[config.mk]
export PLATFORM = sky130hd
export DESIGN_NAME = ttt_processor_array
export DESIGN_NICKNAME = d
export VERILOG_FILES = /design/src/rtl/ttt_processor_array.sv
export SDC_FILE = /design/constraint.sdc
export NUM_CORES = 1
export LEC_CHECK = 0
export CORE_MARGIN = 4
export CORE_UTILIZATION = 49
export DETAILED_ROUTE_END_ITERATION = 8
export PLACE_DENSITY_LB_ADDON = 0.1
export SETUP_SLACK_MARGIN = 0.05
export SLEW_MARGIN = 40
export SYNTH_ARGS = -nofsm -noshare
export SYNTH_HDL_FRONTEND = slang
export SYNTH_SLANG_ARGS = --single-unit
[constraint.sdc]
create_clock -name clock -period 7.5 [get_ports clock]
set_input_delay 0.75 -clock clock [delete_from_list [all_inputs] [get_ports clock]]
set_output_delay 0.75 -clock clock [all_outputs]
set_load 0.03 [all_outputs]
[src/rtl/ttt_processor_array.sv]
// Time-multiplexed array of token-threshold neurons: per-neuron state lives in
// register arrays, and a TICK sweep evaluates one neuron per cycle.
module ttt_processor_array #(
  parameter int unsigned NUM_PROCESSORS  = 10,
  parameter int unsigned NEW_TOKENS_BITS = 4,
  parameter int unsigned TOKENS_BITS     = 8,
  parameter int unsigned DURATION_BITS   = 8,
  parameter int unsigned PROG_WIDTH      = 8,
  localparam int unsigned ID_W = (NUM_PROCESSORS > 1) ? $clog2(NUM_PROCESSORS) : 1
) (
  input  logic                       clock,
  input  logic                       reset,
  input  logic                       instr_valid,
  output logic                       instr_ready,
  input  logic [2:0]                 instruction,
  input  logic [ID_W-1:0]            neuron_id,
  input  logic [PROG_WIDTH-1:0]      prog_data,
  input  logic [NEW_TOKENS_BITS-1:0] new_good_tokens,
  input  logic [NEW_TOKENS_BITS-1:0] new_bad_tokens,
  output logic                       out_valid,
  output logic [ID_W-1:0]            out_id,
  output logic [1:0]                 token_startstop,
  output logic                       sweep_done
);

  localparam int unsigned SUM_W = TOKENS_BITS + 1;
  localparam logic [TOKENS_BITS-1:0] TOK_MAX = '1;

  localparam logic [0:0] S_IDLE  = 1'b0;
  localparam logic [0:0] S_SWEEP = 1'b1;

  localparam logic [2:0] OP_GTH    = 3'd1;
  localparam logic [2:0] OP_BTH    = 3'd2;
  localparam logic [2:0] OP_DUR    = 3'd3;
  localparam logic [2:0] OP_CLEAR  = 3'd4;
  localparam logic [2:0] OP_TOKENS = 3'd5;
  localparam logic [2:0] OP_TICK   = 3'd6;

  localparam logic [1:0] SS_NONE  = 2'b00;
  localparam logic [1:0] SS_START = 2'b10;
  localparam logic [1:0] SS_STOP  = 2'b01;

  logic [0:0]      state_q, state_d;
  logic [ID_W-1:0] idx_q, idx_d;
  logic            ready_q, ready_d;
  logic            out_valid_q, out_valid_d;
  logic [ID_W-1:0] out_id_q, out_id_d;
  logic [1:0]      ss_q, ss_d;
  logic            done_q, done_d;

  logic [TOKENS_BITS-1:0]   good_q [NUM_PROCESSORS];
  logic [TOKENS_BITS-1:0]   good_d [NUM_PROCESSORS];
  logic [TOKENS_BITS-1:0]   bad_q  [NUM_PROCESSORS];
  logic [TOKENS_BITS-1:0]   bad_d  [NUM_PROCESSORS];
  logic [TOKENS_BITS-1:0]   gth_q  [NUM_PROCESSORS];
  logic [TOKENS_BITS-1:0]   gth_d  [NUM_PROCESSORS];
  logic [TOKENS_BITS-1:0]   bth_q  [NUM_PROCESSORS];
  logic [TOKENS_BITS-1:0]   bth_d  [NUM_PROCESSORS];
  logic [DURATION_BITS-1:0] dur_q  [NUM_PROCESSORS];
  logic [DURATION_BITS-1:0] dur_d  [NUM_PROCESSORS];
  logic [DURATION_BITS-1:0] rem_q  [NUM_PROCESSORS];
  logic [DURATION_BITS-1:0] rem_d  [NUM_PROCESSORS];
  logic                     act_q  [NUM_PROCESSORS];
  logic                     act_d  [NUM_PROCESSORS];

  logic             accept;
  logic             id_ok;
  logic             last_idx;
  logic [SUM_W-1:0] good_sum;
  logic [SUM_W-1:0] bad_sum;

  assign instr_ready     = ready_q;
  assign out_valid       = out_valid_q;
  assign out_id          = out_id_q;
  assign token_startstop = ss_q;
  assign sweep_done      = done_q;

  // Instruction decode in IDLE, one-neuron-per-cycle evaluation in SWEEP.
  always_comb begin
    state_d     = state_q;
    idx_d       = idx_q;
    ready_d     = ready_q;
    out_valid_d = 1'b0;
    out_id_d    = out_id_q;
    ss_d        = SS_NONE;
    done_d      = 1'b0;
    for (int i = 0; i < int'(NUM_PROCESSORS); i++) begin
      good_d[i] = good_q[i];
      bad_d[i]  = bad_q[i];
      gth_d[i]  = gth_q[i];
      bth_d[i]  = bth_q[i];
      dur_d[i]  = dur_q[i];
      rem_d[i]  = rem_q[i];
      act_d[i]  = act_q[i];
    end

    accept   = instr_valid & ready_q;
    id_ok    = 32'(neuron_id) < NUM_PROCESSORS;
    last_idx = 32'(idx_q) == (NUM_PROCESSORS - 1);
    good_sum = SUM_W'(good_q[neuron_id]) + SUM_W'(new_good_tokens);
    bad_sum  = SUM_W'(bad_q[neuron_id]) + SUM_W'(new_bad_tokens);

    case (state_q)
      S_IDLE: begin
        if (accept) begin
          case (instruction)
            OP_GTH:   if (id_ok) gth_d[neuron_id] = prog_data[TOKENS_BITS-1:0];
            OP_BTH:   if (id_ok) bth_d[neuron_id] = prog_data[TOKENS_BITS-1:0];
            OP_DUR:   if (id_ok) dur_d[neuron_id] = prog_data[DURATION_BITS-1:0];
            OP_CLEAR: begin
              if (id_ok) begin
                good_d[neuron_id] = '0;
                bad_d[neuron_id]  = '0;
                rem_d[neuron_id]  = '0;
                act_d[neuron_id]  = 1'b0;
              end
            end
            OP_TOKENS: begin
              // Carry out of the widened sum means the accumulator saturates.
              if (id_ok) begin
                good_d[neuron_id] = good_sum[TOKENS_BITS] ? TOK_MAX : good_sum[TOKENS_BITS-1:0];
                bad_d[neuron_id]  = bad_sum[TOKENS_BITS]  ? TOK_MAX : bad_sum[TOKENS_BITS-1:0];
              end
            end
            OP_TICK: begin
              state_d = S_SWEEP;
              idx_d   = '0;
              ready_d = 1'b0;
            end
            default: ;
          endcase
        end
      end
      S_SWEEP: begin
        if (act_q[idx_q] && (rem_q[idx_q] <= DURATION_BITS'(1))) begin
          act_d[idx_q] = 1'b0;
          rem_d[idx_q] = '0;
          out_valid_d  = 1'b1;
          ss_d         = SS_STOP;
        end else if (act_q[idx_q]) begin
          rem_d[idx_q] = rem_q[idx_q] - DURATION_BITS'(1);
        end else if ((good_q[idx_q] >= gth_q[idx_q]) && (bad_q[idx_q] < bth_q[idx_q])) begin
          act_d[idx_q]  = 1'b1;
          rem_d[idx_q]  = dur_q[idx_q];
          good_d[idx_q] = '0;
          bad_d[idx_q]  = '0;
          out_valid_d   = 1'b1;
          ss_d          = SS_START;
        end
        out_id_d = idx_q;
        if (last_idx) begin
          state_d = S_IDLE;
          idx_d   = '0;
          ready_d = 1'b1;
          done_d  = 1'b1;
        end else begin
          idx_d = idx_q + ID_W'(1);
        end
      end
      default: begin
        state_d = S_IDLE;
        idx_d   = '0;
        ready_d = 1'b1;
      end
    endcase
  end

  always_ff @(posedge clock or negedge reset) begin
    if (!reset) begin
      state_q     <= S_IDLE;
      idx_q       <= '0;
      ready_q     <= 1'b1;
      out_valid_q <= 1'b0;
      out_id_q    <= '0;
      ss_q        <= SS_NONE;
      done_q      <= 1'b0;
      for (int i = 0; i < int'(NUM_PROCESSORS); i++) begin
        good_q[i] <= '0;
        bad_q[i]  <= '0;
        gth_q[i]  <= '0;
        bth_q[i]  <= '0;
        dur_q[i]  <= '0;
        rem_q[i]  <= '0;
        act_q[i]  <= 1'b0;
      end
    end else begin
      state_q     <= state_d;
      idx_q       <= idx_d;
      ready_q     <= ready_d;
      out_valid_q <= out_valid_d;
      out_id_q    <= out_id_d;
      ss_q        <= ss_d;
      done_q      <= done_d;
      for (int i = 0; i < int'(NUM_PROCESSORS); i++) begin
        good_q[i] <= good_d[i];
        bad_q[i]  <= bad_d[i];
        gth_q[i]  <= gth_d[i];
        bth_q[i]  <= bth_d[i];
        dur_q[i]  <= dur_d[i];
        rem_q[i]  <= rem_d[i];
        act_q[i]  <= act_d[i];
      end
    end
  end

endmodule

==> flow_summary.yaml <==
final_layout:
  seq_area_sq_um: 12600
  final_area_sq_um: 28000
  nFillCells: 4123
  multi_input_area_sq_um: 11900
  drive_gt1_share_pct: 28.3
  areaGrowthSynthToFinish_pct: 11.8
  post-route-util_pct: 55.6
  fin_nets: 1986
  diodes: 0
clock_network:
  root_buffer: "clkbuf_16"
  clkSinkCount: 504
  post_cts_resized: 0
  clockBufferDepth: 3
  cts_tree: "yes"
  h-tree-depth: 2
  post_cts_buffers: 0
  cts_made_buffers: 56
  clk_pin_slew_ns: 0.06
  worstSkewPairLatency_ns: 0.62
floorplanning:
  die_h_microns: 234
  rows: 82
  initial_core_util_pct: 49.7
  dieArea_sq_um: 54800
  ios: 35
  core_sq_um: 50400
  die_w_microns: 234
synthesis:
  yosys-top-cells-area: "dfrtp_1 (50%), mux2_2 (11%), mux4_2 (10%), o2bb2ai_1 (4.7%), a22o_1 (3.3%)"
  synthFlopType: "dfrtp_1"
  syn_area_per_cell_sq_um: 13.0
  synthArstFlopShare_pct: 100
  syn_nets: 1979
  synth_top_area_share_pct: 50.2
  syn_area_sq_um: 25100
  synthCells: 1926
  yosysTopAreaCell: "dfrtp_1"
  ys_types: 67
  synth-seq-cells: 504
  yosysSeqAreaShare_pct: 50.3
  synth_edf_count: 0
  yosys_warnings: 0
detailed_routing:
  drt-initial-drc-count: 1606
  post-route-drc-count: 0
  routedWlPerCell_microns: 28.0
  detail-route-antenna-nets: 0
  wirelength_mm: 74.1
  avgViaCountPerCell: 6.62
  via_count: 17512
  first_pass_iters: 5
worst_setup_path:
  worstPathRequired_ns: 7.99
  reg2reg_depth: 12
  reg2reg_setup_slack_ns: 1.91
  startpoint_type: "flip-flop"
  end_kind: "flip-flop"
  cp_max_fo: 45
  worstPathArrival_ns: 6.09
  worstSetupPathType: "reg2reg"
grt:
  overflow: 0
  grt_pass1_wl_mm: 114
  grt_pass1_vias: 17927
  grt_start_max_net_pins: 108
  antenna_found_initial: 0
  track_usage_pct: 27.5
sta:
  fin_crit_sh_pct: 74.6
  slew_violations: 0
  hold_viol: 0
  worstMarginPinSlew_ns: 0.948
  worst_hold_slack_ns: 0.489
  max_slew_margin_pct: 36.6
  clock_skew_ns: 0.0152
  fmax_mhz: 179
  setup_violations: 0
  period_minus_slack_ns: 5.59
  rsz0062_at_grt: "false"
  setup_tns_ns: 0
run:
  maxCapViolCount: 0
placement:
  placement.cell_area_sq_um: 26100
  hpwlAfterDp_mm: 48.6
  gp_congestion: 0.901
  port_buffers: 34
run_status:
  outcome: "finished, final reports clean"
min_path:
  hold_class: "reg2reg"
  min_path_cells: 1
pwr:
  p_total_w: 0.00562
  p_leak_nw: 12.3
  p_per_area_nw_per_um2: 201
  peakVddDrop_v: 0.000206
[cells in the mapped netlist (8+ instances only)]
master	n
a21o_1	8
a21oi_1	34
a221oi_1	19
a22o_1	95
a22oi_1	38
a32o_1	9
buf_1	16
buf_2	41
buf_4	10
clkbuf_1	63
dfrtp_1	503
ha_1	25
inv_1	17
mux2_2	252
mux2i_1	67
mux4_2	115
nand2_1	128
nand2b_1	14
nand3_1	23
nor2_1	72
nor2b_1	13
nor3_1	21
o211ai_1	10
o21a_1	9
o21ai_0	68
o221ai_1	13
o22ai_1	10
o2bb2ai_1	134
or3_1	8
[final timing paths]
kind	startpoint	endpoint
setup / recovery	idx_q[1]	bad_q[20]
hold / removal	rem_q[11]	rem_q[11]
setup reg to reg	idx_q[1]	bad_q[20]
hold reg to reg	rem_q[11]	rem_q[11]
max in group asynchronous	reset	dur_q[41]
min in group asynchronous	reset	state_q
[report_power, final]
group / total, W / switching, W / internal [W]
registers: 0.00272 / 0 / 0.00272
logic: 0.000164 / 0.000127 / 0.0000371
clock network: 0.00273 / 0.00113 / 0.00160
[critical path, stage by stage, from the launching register on]
cell	delay [ns]
dfrtp_4	1.00
buf_4	0.67
mux4_2	0.42
mux2i_1	0.25
o21ai_0	0.28
ha_1	0.40
o21ai_0	0.16
nor2_1	0.06
nor4_1	0.48
nand3_1	0.25
o21bai_2	0.54
o221ai_4	0.53
a22o_1	0.39
[area by class of cell]
type                    instances  share of cell area [%]
multi-input cells            1270                    42.5
clock buffers                  82                    5.85
flip-flops and latches        504                    45.1
clock inverters                16                   0.607
inverters                      18                   0.250
repair buffers                 83                    2.75
well taps                     672                    3.00
[what timing repair did]
action	in CTS	in global routing
endpoints found under the setup margin	0	0
hold buffers	0	1
hold endpoints to repair	0	23
[flip-flops by register name (all words and copies together), names as in the netlist, named ones only]
signal,flops
sweep_done,1
gth_q,80
good_q,80
instr_ready,1
dur_q,80
rem_q,80
token_startstop,2
idx_q,4
bth_q,80
state_q,1
out_id,4
out_valid,1
bad_q,80
[cells by family after synthesis]
| kind of cell | Yosys count | synth area share (%) |
|---|---|---|
| AO/OA/AOI/OAI | 480 | 14.8 |
| XOR/XNOR | 11 | 0.384 |
| adder cells (fa/ha/maj) | 27 | 1.41 |
| buffers and inverters | 152 | 2.75 |
| flip-flops | 504 | 50.3 |
| multiplexers | 435 | 24.4 |
| AND/OR/NAND/NOR | 317 | 5.90 |
[per-stage QoR]
stage | instances | setup WS [ns]
final | 2645 | 1.91
after global routing | 2645 | 1.69
after CTS | 2643 | 2.05
after detailed placement | 2545 | 2.04
after global placement | 2543 | 1.71
after floorplan | 1926 | 2.89
[placed cells by master (no fill, tap or decap), drive strengths merged, types with 5 or more instances in the layout]
| cell | n |
|---|---|
| dfrtp | 503 |
| mux2 | 253 |
| o2bb2ai | 134 |
| nand2 | 128 |
| mux4 | 115 |
| a22o | 95 |
| clkbuf | 83 |
| o21ai | 72 |
| nor2 | 72 |
| mux2i | 67 |
| buf | 53 |
| a22oi | 38 |
| a21oi | 34 |
| clkdlybuf4s50 | 28 |
| ha | 25 |
| nor3 | 25 |
| nand3 | 24 |
| a221oi | 19 |
| inv | 18 |
| nand2b | 14 |
| nor2b | 13 |
| clkinv | 13 |
| o221ai | 13 |
| o22ai | 10 |
| o211ai | 10 |
| o21a | 9 |
| a32o | 9 |
| or3 | 8 |
| a21o | 8 |
| xnor2 | 7 |
| and3 | 7 |
| and2 | 6 |
| a31o | 5 |
[per-layer routing]
metal / up-vias / routed length, microns / track usage (%)
li1: 7484 / - / -
met1: 9194 / 33400 / 40.9
met2: 696 / 33400 / 41.5
met3: 138 / 5260 / 5.28
met4: 0 / 2100 / 7.91
met5: - / 0 / 0
Note: power is estimated with default switching activity, not from simulation.
